==> src/rtl/iq_phase_detector.sv <==
// iq_phase_detector: per-channel I/Q correlator with one shared CORDIC
// vectoring solver that reports phase (0.01 deg units) and normalised magnitude.
module iq_phase_detector #(
    parameter int DATA_W      = 12,
    parameter int NUM_CH      = 2,
    parameter int LOG2_N      = 10,
    parameter int CORDIC_ITER = 14
) (
    input  logic                                           clk,
    input  logic                                           reset,
    input  logic                                           in_valid,
    input  logic [NUM_CH*DATA_W-1:0]                       signal,
    input  logic [DATA_W-1:0]                              ref_sig,
    input  logic [DATA_W-1:0]                              ref_sig_q,
    output logic signed [15:0]                             phase_out,
    output logic [DATA_W:0]                                mag_out,
    output logic [((NUM_CH > 1) ? $clog2(NUM_CH) : 1)-1:0] phase_ch,
    output logic                                           phase_valid,
    input  logic                                           phase_ready,
    output logic                                           overrun
);

    localparam int PW    = 2 * DATA_W;
    localparam int AW    = PW + LOG2_N;
    localparam int CW    = AW + 2;
    localparam int ZW    = 26;
    localparam int CHW   = (NUM_CH > 1) ? $clog2(NUM_CH) : 1;
    localparam int ITW   = (CORDIC_ITER > 1) ? $clog2(CORDIC_ITER) : 1;
    localparam int MPW   = CW + 17;
    localparam int SH    = 16 + LOG2_N + DATA_W - 1;
    localparam int MAGK  = 39797;
    localparam logic [DATA_W:0] MAGMAX = '1;
    localparam logic [CHW-1:0]  LASTCH = CHW'(NUM_CH - 1);
    localparam logic [ITW-1:0]  LASTIT = ITW'(CORDIC_ITER - 1);

    localparam logic [2:0] S_IDLE  = 3'd0;
    localparam logic [2:0] S_LOAD  = 3'd1;
    localparam logic [2:0] S_ROT   = 3'd2;
    localparam logic [2:0] S_SCALE = 3'd3;
    localparam logic [2:0] S_PRES  = 3'd4;

    // atan(2^-i) in 1/256 of 0.01 degree
    function automatic logic signed [ZW-1:0] f_atan(input logic [ITW-1:0] i);
        logic signed [ZW-1:0] v;
        v = '0;
        case (int'(i))
            0:  v = ZW'(1152000);
            1:  v = ZW'(680065);
            2:  v = ZW'(359328);
            3:  v = ZW'(182400);
            4:  v = ZW'(91554);
            5:  v = ZW'(45822);
            6:  v = ZW'(22916);
            7:  v = ZW'(11459);
            8:  v = ZW'(5730);
            9:  v = ZW'(2865);
            10: v = ZW'(1432);
            11: v = ZW'(716);
            12: v = ZW'(358);
            13: v = ZW'(179);
            14: v = ZW'(90);
            15: v = ZW'(45);
            default: v = '0;
        endcase
        return v;
    endfunction

    logic signed [AW-1:0] r_iacc [NUM_CH];
    logic signed [AW-1:0] r_qacc [NUM_CH];
    logic signed [AW-1:0] r_bi   [NUM_CH];
    logic signed [AW-1:0] r_bq   [NUM_CH];
    logic signed [PW-1:0] w_prod_i [NUM_CH];
    logic signed [PW-1:0] w_prod_q [NUM_CH];
    logic signed [AW-1:0] w_sum_i  [NUM_CH];
    logic signed [AW-1:0] w_sum_q  [NUM_CH];
    logic signed [PW-1:0] w_ri, w_rq, w_s;

    logic [LOG2_N-1:0]    r_cnt;
    logic [2:0]           r_state;
    logic [CHW-1:0]       r_ch;
    logic [ITW-1:0]       r_iter;
    logic signed [CW-1:0] r_x, r_y;
    logic signed [ZW-1:0] r_z;
    logic                 r_zero;
    logic signed [15:0]   r_phase;
    logic [DATA_W:0]      r_mag;
    logic                 r_valid;
    logic                 r_ovr;

    logic                 w_last, w_snap_ok;
    logic signed [AW-1:0] w_bi, w_bq;
    logic signed [CW-1:0] w_xi, w_yi, w_xs, w_ys;
    logic signed [ZW-1:0] w_zr;
    logic signed [15:0]   w_ph;
    logic [MPW-1:0]       w_mp, w_mr;
    logic [DATA_W:0]      w_mag;

    always_comb begin
        w_ri = {{DATA_W{ref_sig[DATA_W-1]}}, ref_sig};
        w_rq = {{DATA_W{ref_sig_q[DATA_W-1]}}, ref_sig_q};
        w_s  = '0;
        for (int k = 0; k < NUM_CH; k++) begin
            w_s = {{DATA_W{signal[k*DATA_W+DATA_W-1]}}, signal[k*DATA_W +: DATA_W]};
            w_prod_i[k] = w_s * w_ri;
            w_prod_q[k] = w_s * w_rq;
            w_sum_i[k]  = r_iacc[k] + {{LOG2_N{w_prod_i[k][PW-1]}}, w_prod_i[k]};
            w_sum_q[k]  = r_qacc[k] + {{LOG2_N{w_prod_q[k][PW-1]}}, w_prod_q[k]};
        end
    end

    assign w_last    = in_valid && (r_cnt == '1);
    // a snapshot may land on the same edge that hands off the last channel
    assign w_snap_ok = (r_state == S_IDLE) ||
                       (r_state == S_PRES && phase_ready && r_ch == LASTCH);

    always_ff @(posedge clk) begin
        if (reset) begin
            r_cnt <= '0;
            for (int k = 0; k < NUM_CH; k++) begin
                r_iacc[k] <= '0;
                r_qacc[k] <= '0;
                r_bi[k]   <= '0;
                r_bq[k]   <= '0;
            end
        end else if (in_valid) begin
            r_cnt <= r_cnt + LOG2_N'(1);
            for (int k = 0; k < NUM_CH; k++) begin
                if (w_last) begin
                    r_iacc[k] <= '0;
                    r_qacc[k] <= '0;
                    if (w_snap_ok) begin
                        r_bi[k] <= w_sum_i[k];
                        r_bq[k] <= w_sum_q[k];
                    end
                end else begin
                    r_iacc[k] <= w_sum_i[k];
                    r_qacc[k] <= w_sum_q[k];
                end
            end
        end
    end

    always_ff @(posedge clk) begin
        if (reset)
            r_ovr <= 1'b0;
        else if (w_last && !w_snap_ok)
            r_ovr <= 1'b1;
    end

    assign w_bi = r_bi[r_ch];
    assign w_bq = r_bq[r_ch];
    assign w_xi = {{2{w_bi[AW-1]}}, w_bi};
    assign w_yi = {{2{w_bq[AW-1]}}, w_bq};
    assign w_xs = r_x >>> r_iter;
    assign w_ys = r_y >>> r_iter;

    assign w_zr  = (r_z + ZW'(128)) >>> 8;
    assign w_ph  = 16'((w_zr >= ZW'(18000)) ? w_zr - ZW'(36000) : w_zr);
    assign w_mp  = MPW'($unsigned(r_x)) * MPW'(MAGK);
    assign w_mr  = (w_mp + (MPW'(1) << (SH - 1))) >> SH;
    assign w_mag = (w_mr > MPW'(MAGMAX)) ? MAGMAX : w_mr[DATA_W:0];

    always_ff @(posedge clk) begin
        if (reset) begin
            r_state <= S_IDLE;
            r_ch    <= '0;
            r_iter  <= '0;
            r_x     <= '0;
            r_y     <= '0;
            r_z     <= '0;
            r_zero  <= 1'b0;
            r_phase <= '0;
            r_mag   <= '0;
            r_valid <= 1'b0;
        end else begin
            unique case (r_state)
                S_IDLE: begin
                    if (w_last) begin
                        r_state <= S_LOAD;
                        r_ch    <= '0;
                    end
                end
                S_LOAD: begin
                    // left half-plane: rotate by 180 deg so vectoring converges
                    r_x     <= w_bi[AW-1] ? -w_xi : w_xi;
                    r_y     <= w_bi[AW-1] ? -w_yi : w_yi;
                    r_z     <= w_bi[AW-1] ? ZW'(4608000) : '0;
                    r_zero  <= (w_bi == '0) && (w_bq == '0);
                    r_iter  <= '0;
                    r_state <= S_ROT;
                end
                S_ROT: begin
                    if (r_y[CW-1]) begin
                        r_x <= r_x - w_ys;
                        r_y <= r_y + w_xs;
                        r_z <= r_z - f_atan(r_iter);
                    end else begin
                        r_x <= r_x + w_ys;
                        r_y <= r_y - w_xs;
                        r_z <= r_z + f_atan(r_iter);
                    end
                    r_iter <= r_iter + ITW'(1);
                    if (r_iter == LASTIT)
                        r_state <= S_SCALE;
                end
                S_SCALE: begin
                    r_phase <= r_zero ? '0 : w_ph;
                    r_mag   <= r_zero ? '0 : w_mag;
                    r_valid <= 1'b1;
                    r_state <= S_PRES;
                end
                S_PRES: begin
                    if (phase_ready) begin
                        r_valid <= 1'b0;
                        if (r_ch == LASTCH) begin
                            r_ch    <= '0;
                            r_state <= w_last ? S_LOAD : S_IDLE;
                        end else begin
                            r_ch    <= r_ch + CHW'(1);
                            r_state <= S_LOAD;
                        end
                    end
                end
                default: r_state <= S_IDLE;
            endcase
        end
    end

    assign phase_out   = r_phase;
    assign mag_out     = r_mag;
    assign phase_ch    = r_ch;
    assign phase_valid = r_valid;
    assign overrun     = r_ovr;

endmodule

==> config.mk <==
export PLATFORM = sky130hd
export DESIGN_NAME = iq_phase_detector
export DESIGN_NICKNAME = d
export VERILOG_FILES = /design/src/rtl/iq_phase_detector.sv
export SDC_FILE = /design/constraint.sdc
export NUM_CORES = 2
export LEC_CHECK = 0
export BUFFER_PORTS_ARGS = -buffer_cell sky130_fd_sc_hd__buf_2
export CAP_MARGIN = 5
export CORE_AREA = 2 2 370 372
export DETAILED_ROUTE_END_ITERATION = 10
export DIE_AREA = 0 0 372 374
export GPL_ROUTABILITY_DRIVEN = 0
export PLACE_DENSITY = 0.64
export SLEW_MARGIN = 5
export SYNTH_ARGS = -nofsm -noshare
export SYNTH_HDL_FRONTEND = slang
export SYNTH_SLANG_ARGS = --single-unit
==> constraint.sdc <==
create_clock -name clk -period 15.34 [get_ports clk]
set_input_delay 3.068 -clock clk [delete_from_list [all_inputs] [get_ports clk]]
set_output_delay 3.068 -clock clk [all_outputs]
set_load 0.01 [all_outputs]
**Word-level counts from Yosys, hierarchy flattened**

Memories as Yosys holds them, arrays and structs flattened. A register that Yosys moved wholly into a read port is not among the register bits.
Cells that the tools add are included.

- Bitwise operators: 12
- Add/subtract/negate cells: 18
- Order comparisons: 2
- Reductions and logical operators: 16
- Multipliers: 5
- Shift operators: 2
- Equal/unequal tests: 9
- Mux-type cells: 67

Operators with widths:

| operator | number |
|---|---|
| 34-bit 2-to-1 mux | 12 |
| 26-bit 2-to-1 mux | 7 |
| 36-bit 2-to-1 mux | 4 |
| 36-bit case mux with 2 select lines | 2 |
| 34-bit adder | 4 |
| 12-bit by 12-bit multiplier with 24-bit output | 4 |
| 36-bit adder | 2 |
| 34-bit negator with 36-bit output | 2 |
| 36-bit by 4-bit >>> shifter with 36-bit output | 2 |
| 36-bit subtractor | 2 |
| 34-bit zero test | 2 |
| 52-bit by 37-bit adder with 53-bit output, second input constant | 1 |
| 36-bit by 16-bit multiplier with 52-bit output, second input constant | 1 |
| 26-bit case mux with 2 select lines | 1 |
| 16-bit 2-to-1 mux | 2 |
| 26-bit adder | 1 |
| 26-bit by 9-bit adder with 26-bit output, second input constant | 1 |
| 13-bit 2-to-1 mux | 2 |
| 26-bit subtractor | 1 |
| 1-bit 2-to-1 mux | 25 |
| 23-bit 2-to-1 mux | 1 |
| 18-bit by 16-bit >= comparator with 1-bit output, second input constant | 1 |
| 16-bit by 13-bit > comparator with 1-bit output, second input constant | 1 |
| 4-bit 2-to-1 mux | 4 |
| 22 further kinds | 46 |

- Register bits: 148
- Word-level logic and storage cells: 149
- Memories kept: 6
- Memory bits (read-only): 672
- Memory bits (writable): 272
- Output and inout bits: 32

Memories:

| name | words | bits a word | read ports | clocked after Yosys merged registers in | write ports | line | source |
|---|---|---|---|---|---|---|---|
| (name not given) | 16 | 21 | 1 | 1 | 0 | 46 | `case (int'(i))` |
| (name not given) | 16 | 21 | 1 | 1 | 0 | 46 |  |
| r_bi | 2 | 34 | 1 | 1 | 2 | 70 | `logic signed [AW-1:0] r_bi [NUM_CH];` |
| r_bq | 2 | 34 | 1 | 1 | 2 | 71 | `logic signed [AW-1:0] r_bq [NUM_CH];` |
| r_iacc | 2 | 34 | 2 | 0 | 2 | 68 | `logic signed [AW-1:0] r_iacc [NUM_CH];` |
| r_qacc | 2 | 34 | 2 | 0 | 2 | 69 | `logic signed [AW-1:0] r_qacc [NUM_CH];` |

**Depth between registers and ports, before layout**

- Depth after elaboration: 10
- Gate-level depth with buffers: 36

**Worst setup path before layout**

Ideal clock, no wire load.

- Kind: in2reg
- Start: input port in_valid
- End: memory r_bi[0][0] in the netlist's numbering (enable)
- Data arrival time: 13565 ps
- Stages on the path: 3
- Slack: 945 ps
- Cell sequence: clkbuf_1 > nand4_1 > o31ai_1

RTL lines:

| what | line | source |
|---|---|---|
| from (decl) | 11 | `input logic in_valid,` |
| to (decl) | 70 |  |

==> flow_metrics.py <==
metrics = {
    "cts": {
        "cts_tree": "built",
        "cts_made_buffers": 52,
        "post_cts_buffers": 0,
        "hold_buffers": 0,
        "cts-root-buf": "clkbuf_16",
        "cts_resized": 0,
        "clk_pin_slew_ns": 0.06,
        "clock_latency_ns": 0.65,
        "htreeDepth": 2,
        "cts_sinks": 442,
        "clockBufferDepth": 3,
    },
    "synth": {
        "ys_top_cells_by_count": "1,153 x inv_1, 822 x fa_1, 676 x nor2_1, 670 x nand2_1, 652 x ha_1",
        "synthFlopType": "edfxtp_1",
        "async_flop_share": 0,
        "synth_cell_types": 97,
        "synth_edf_count": 272,
        "synthesis.nets": 8906,
        "syn_area_per_cell_sq_um": 9.11,
        "ys_top_cells_by_area": "fa_1 24%, edfxtp_1 12%, ha_1 12%",
        "synth_area_sq_mm": 0.0672,
        "synth.yosys.seq_area_share": 0.172,
        "ys_warn_count": 0,
        "ys_ff_latch": 442,
        "postSynthCellCount": 7380,
        "netlist.top_cell.by_area": "fa_1",
        "synth_most_common_cell": "inv_1",
        "synth_top_cell_area_share": 0.245,
    },
    "layout": {
        "ff_latch_area_sq_mm": 0.0116,
        "layout.cells.non_filler": 9092,
        "n_antenna_cell": 0,
        "nets": 8795,
        "multi_input_area_sq_mm": 0.0500,
        "layout-drive-gt1-share": 0.0491,
        "synthToLayoutAreaGrowth_pct": 5.28,
        "fillers": 12400,
    },
    "setup_path": {
        "critPathSlowestCell": "xor2_1",
        "r2r_start": "r_x[12]$_SDFFE_PP0N_",
        "crit_type": "in2reg",
        "path_delay_family": "adder cells",
        "reg2reg_slack_ns": 7.77,
        "crit_top_cell": "fa_1",
        "critPathMaxFanout": 20,
        "crit_required_ns": 15.68,
        "crit_buf_inv": 4,
        "critPathLaunch": "ref_sig[11]",
        "cp.arrival_ns": 11.83,
        "endpoint_kind": "flip-flop",
        "cp-start-kind": "input pin",
        "worst_path_largest_cell_delay_ns": 0.87,
    },
    "timing": {
        "worst_pin_slew_ns": 1.33,
        "setup_tns_ns": 0,
        "finalCritPeriodShare": 0.749,
        "clock.fmax_ghz": 0.0870,
        "hold_violations": 0,
        "slew_headroom": 0.105,
        "rsz0062_at_grt": "false",
        "setup-violations-final": 0,
        "period_needed_ns": 11.49,
        "slew_viol_final": 0,
        "fin_skew_ns": 0.0512,
    },
    "place": {
        "dp.cells": 8996,
        "numPortBuffers": 83,
        "hpwlAfterDp_um": 134000,
    },
    "global_route": {
        "overflow": 0,
        "grt_pass1_vias": 52000,
        "grtUsageTotal": 0.251,
        "grt_pass1_wl_um": 280000,
        "grt_max_degree": 82,
        "antenna_found_initial": 3,
    },
    "floorplanning": {
        "dieHeight_um": 374,
        "die_x_um": 372,
        "io_pins": 84,
        "dieArea_sq_mm": 0.139,
        "num_rows": 135,
        "initial_utilization": 0.498,
        "core_sq_mm": 0.135,
    },
    "detailed_routing": {
        "wl_per_cell_um": 19.0,
        "ant_nets": 0,
        "drc": 0,
        "routed_wl_um": 173000,
        "drt_iter0_markers": 3666,
        "vias_per_cell": 5.66,
        "dr.pass1.iters": 5,
        "num_vias": 51400,
    },
    "status": {
        "status": "finished clean",
    },
    "worst_hold_path": {
        "hold_path_class": "reg2reg",
        "hp-start": "mag_out[9]$_SDFFE_PP0P_",
    },
    "job": {
        "drv_cap": 0,
    },
}
[path summary, 6_finish.rpt]
path | endpoint | depth (start not counted)
setup / recovery | r_bi[0][32]$_SDFFCE_PN0P_ | 31
hold reg to reg | mag_out[9]$_SDFFE_PP0P_ | 1
hold / removal | mag_out[9]$_SDFFE_PP0P_ | 1
setup reg to reg | mag_out[9]$_SDFFE_PP0P_ | 23
[cells by family (layout without fill, tap and decap cells)]
kind of cell / after synthesis / after routing / share of synthesized area
and+or+nand+nor: 2022 / 2022 / 0.137
buffers and inverters: 1446 / 1377 / 0.0851
xor gates and xnor gates: 486 / 486 / 0.0636
adders and majority gates: 1474 / 1474 / 0.366
muxes: 219 / 219 / 0.0515
DFF: 442 / 442 / 0.172
AOI/OAI and AO/OA: 1291 / 1291 / 0.124
[registers in the layout, summed over array words and instances, names as in the netlist, named ones only]
signal / count
mag_out: 13
overrun: 1
phase_ch: 1
phase_out: 16
phase_valid: 1
r_bi: 68
r_bq: 68
r_cnt: 10
r_iacc: 68
r_iter: 4
r_qacc: 68
r_state: 3
r_x: 36
r_y: 36
r_z: 26
r_zero: 1
[cell usage in the layout, fill, tap and decap left out, types with 16 or more instances in the layout]
cell,instances
a211o_1,18
a211oi_1,93
a21o_1,158
a21oi_1,380
a22o_1,16
a22oi_1,26
a311oi_1,17
a31oi_1,50
and2_1,190
and3_1,42
buf_2,82
buf_4,41
clkbuf_16,53
dfxtp_1,164
edfxtp_1,272
fa_1,822
ha_1,652
inv_1,1153
mux2_2,28
mux2i_1,100
mux4_1,34
mux4_2,51
nand2_1,670
nand2b_1,68
nand3_1,81
nand4_1,42
nor2_1,675
nor2b_1,33
nor3_1,90
nor3b_1,16
o211ai_1,26
o21a_1,48
o21ai_0,226
o21bai_1,47
o22ai_1,18
o31ai_1,21
or3_1,30
xnor2_1,294
xor2_1,188
[cell type report]
cell class	count	share of cell area
clock buffers	60	0.0194
multi-input cells	5492	0.706
flip-flops and latches	442	0.164
inverters	1158	0.0614
well taps	1781	0.0315
clock inverters	36	0.00735
repair buffers	123	0.0101
[per-stage QoR]
| step | instance area, sq um | worst slack [ns] | hold WS (ns) | util |
|---|---|---|---|---|
| 2_1_floorplan | 67200 | 0.945 | 0.454 | - |
| 3_3_place_gp | 68900 | 3.44 | 0.443 | 0.510 |
| 3_5_place_dp | 68900 | 3.25 | 0.454 | 0.510 |
| 4_1_cts | 70800 | 3.90 | 0.467 | 0.524 |
| 5_1_grt | 70800 | 3.37 | 0.486 | 0.524 |
| 6_report | 70800 | 3.85 | 0.462 | 0.524 |
[routing by layer]
metal	routed length, um	track usage	vias to the layer above	part of all wire
met5	7	0	-	0.000040
met4	4850	0.0670	2	0.028
met3	9740	0.0279	234	0.056
met2	82000	0.414	1467	0.47
met1	76400	0.349	25400	0.44
li1	-	-	24300	-
Power is left out: the tool's default activity adds up to more than one toggle a clock period on the data nets, which glitch-free logic cannot reach.
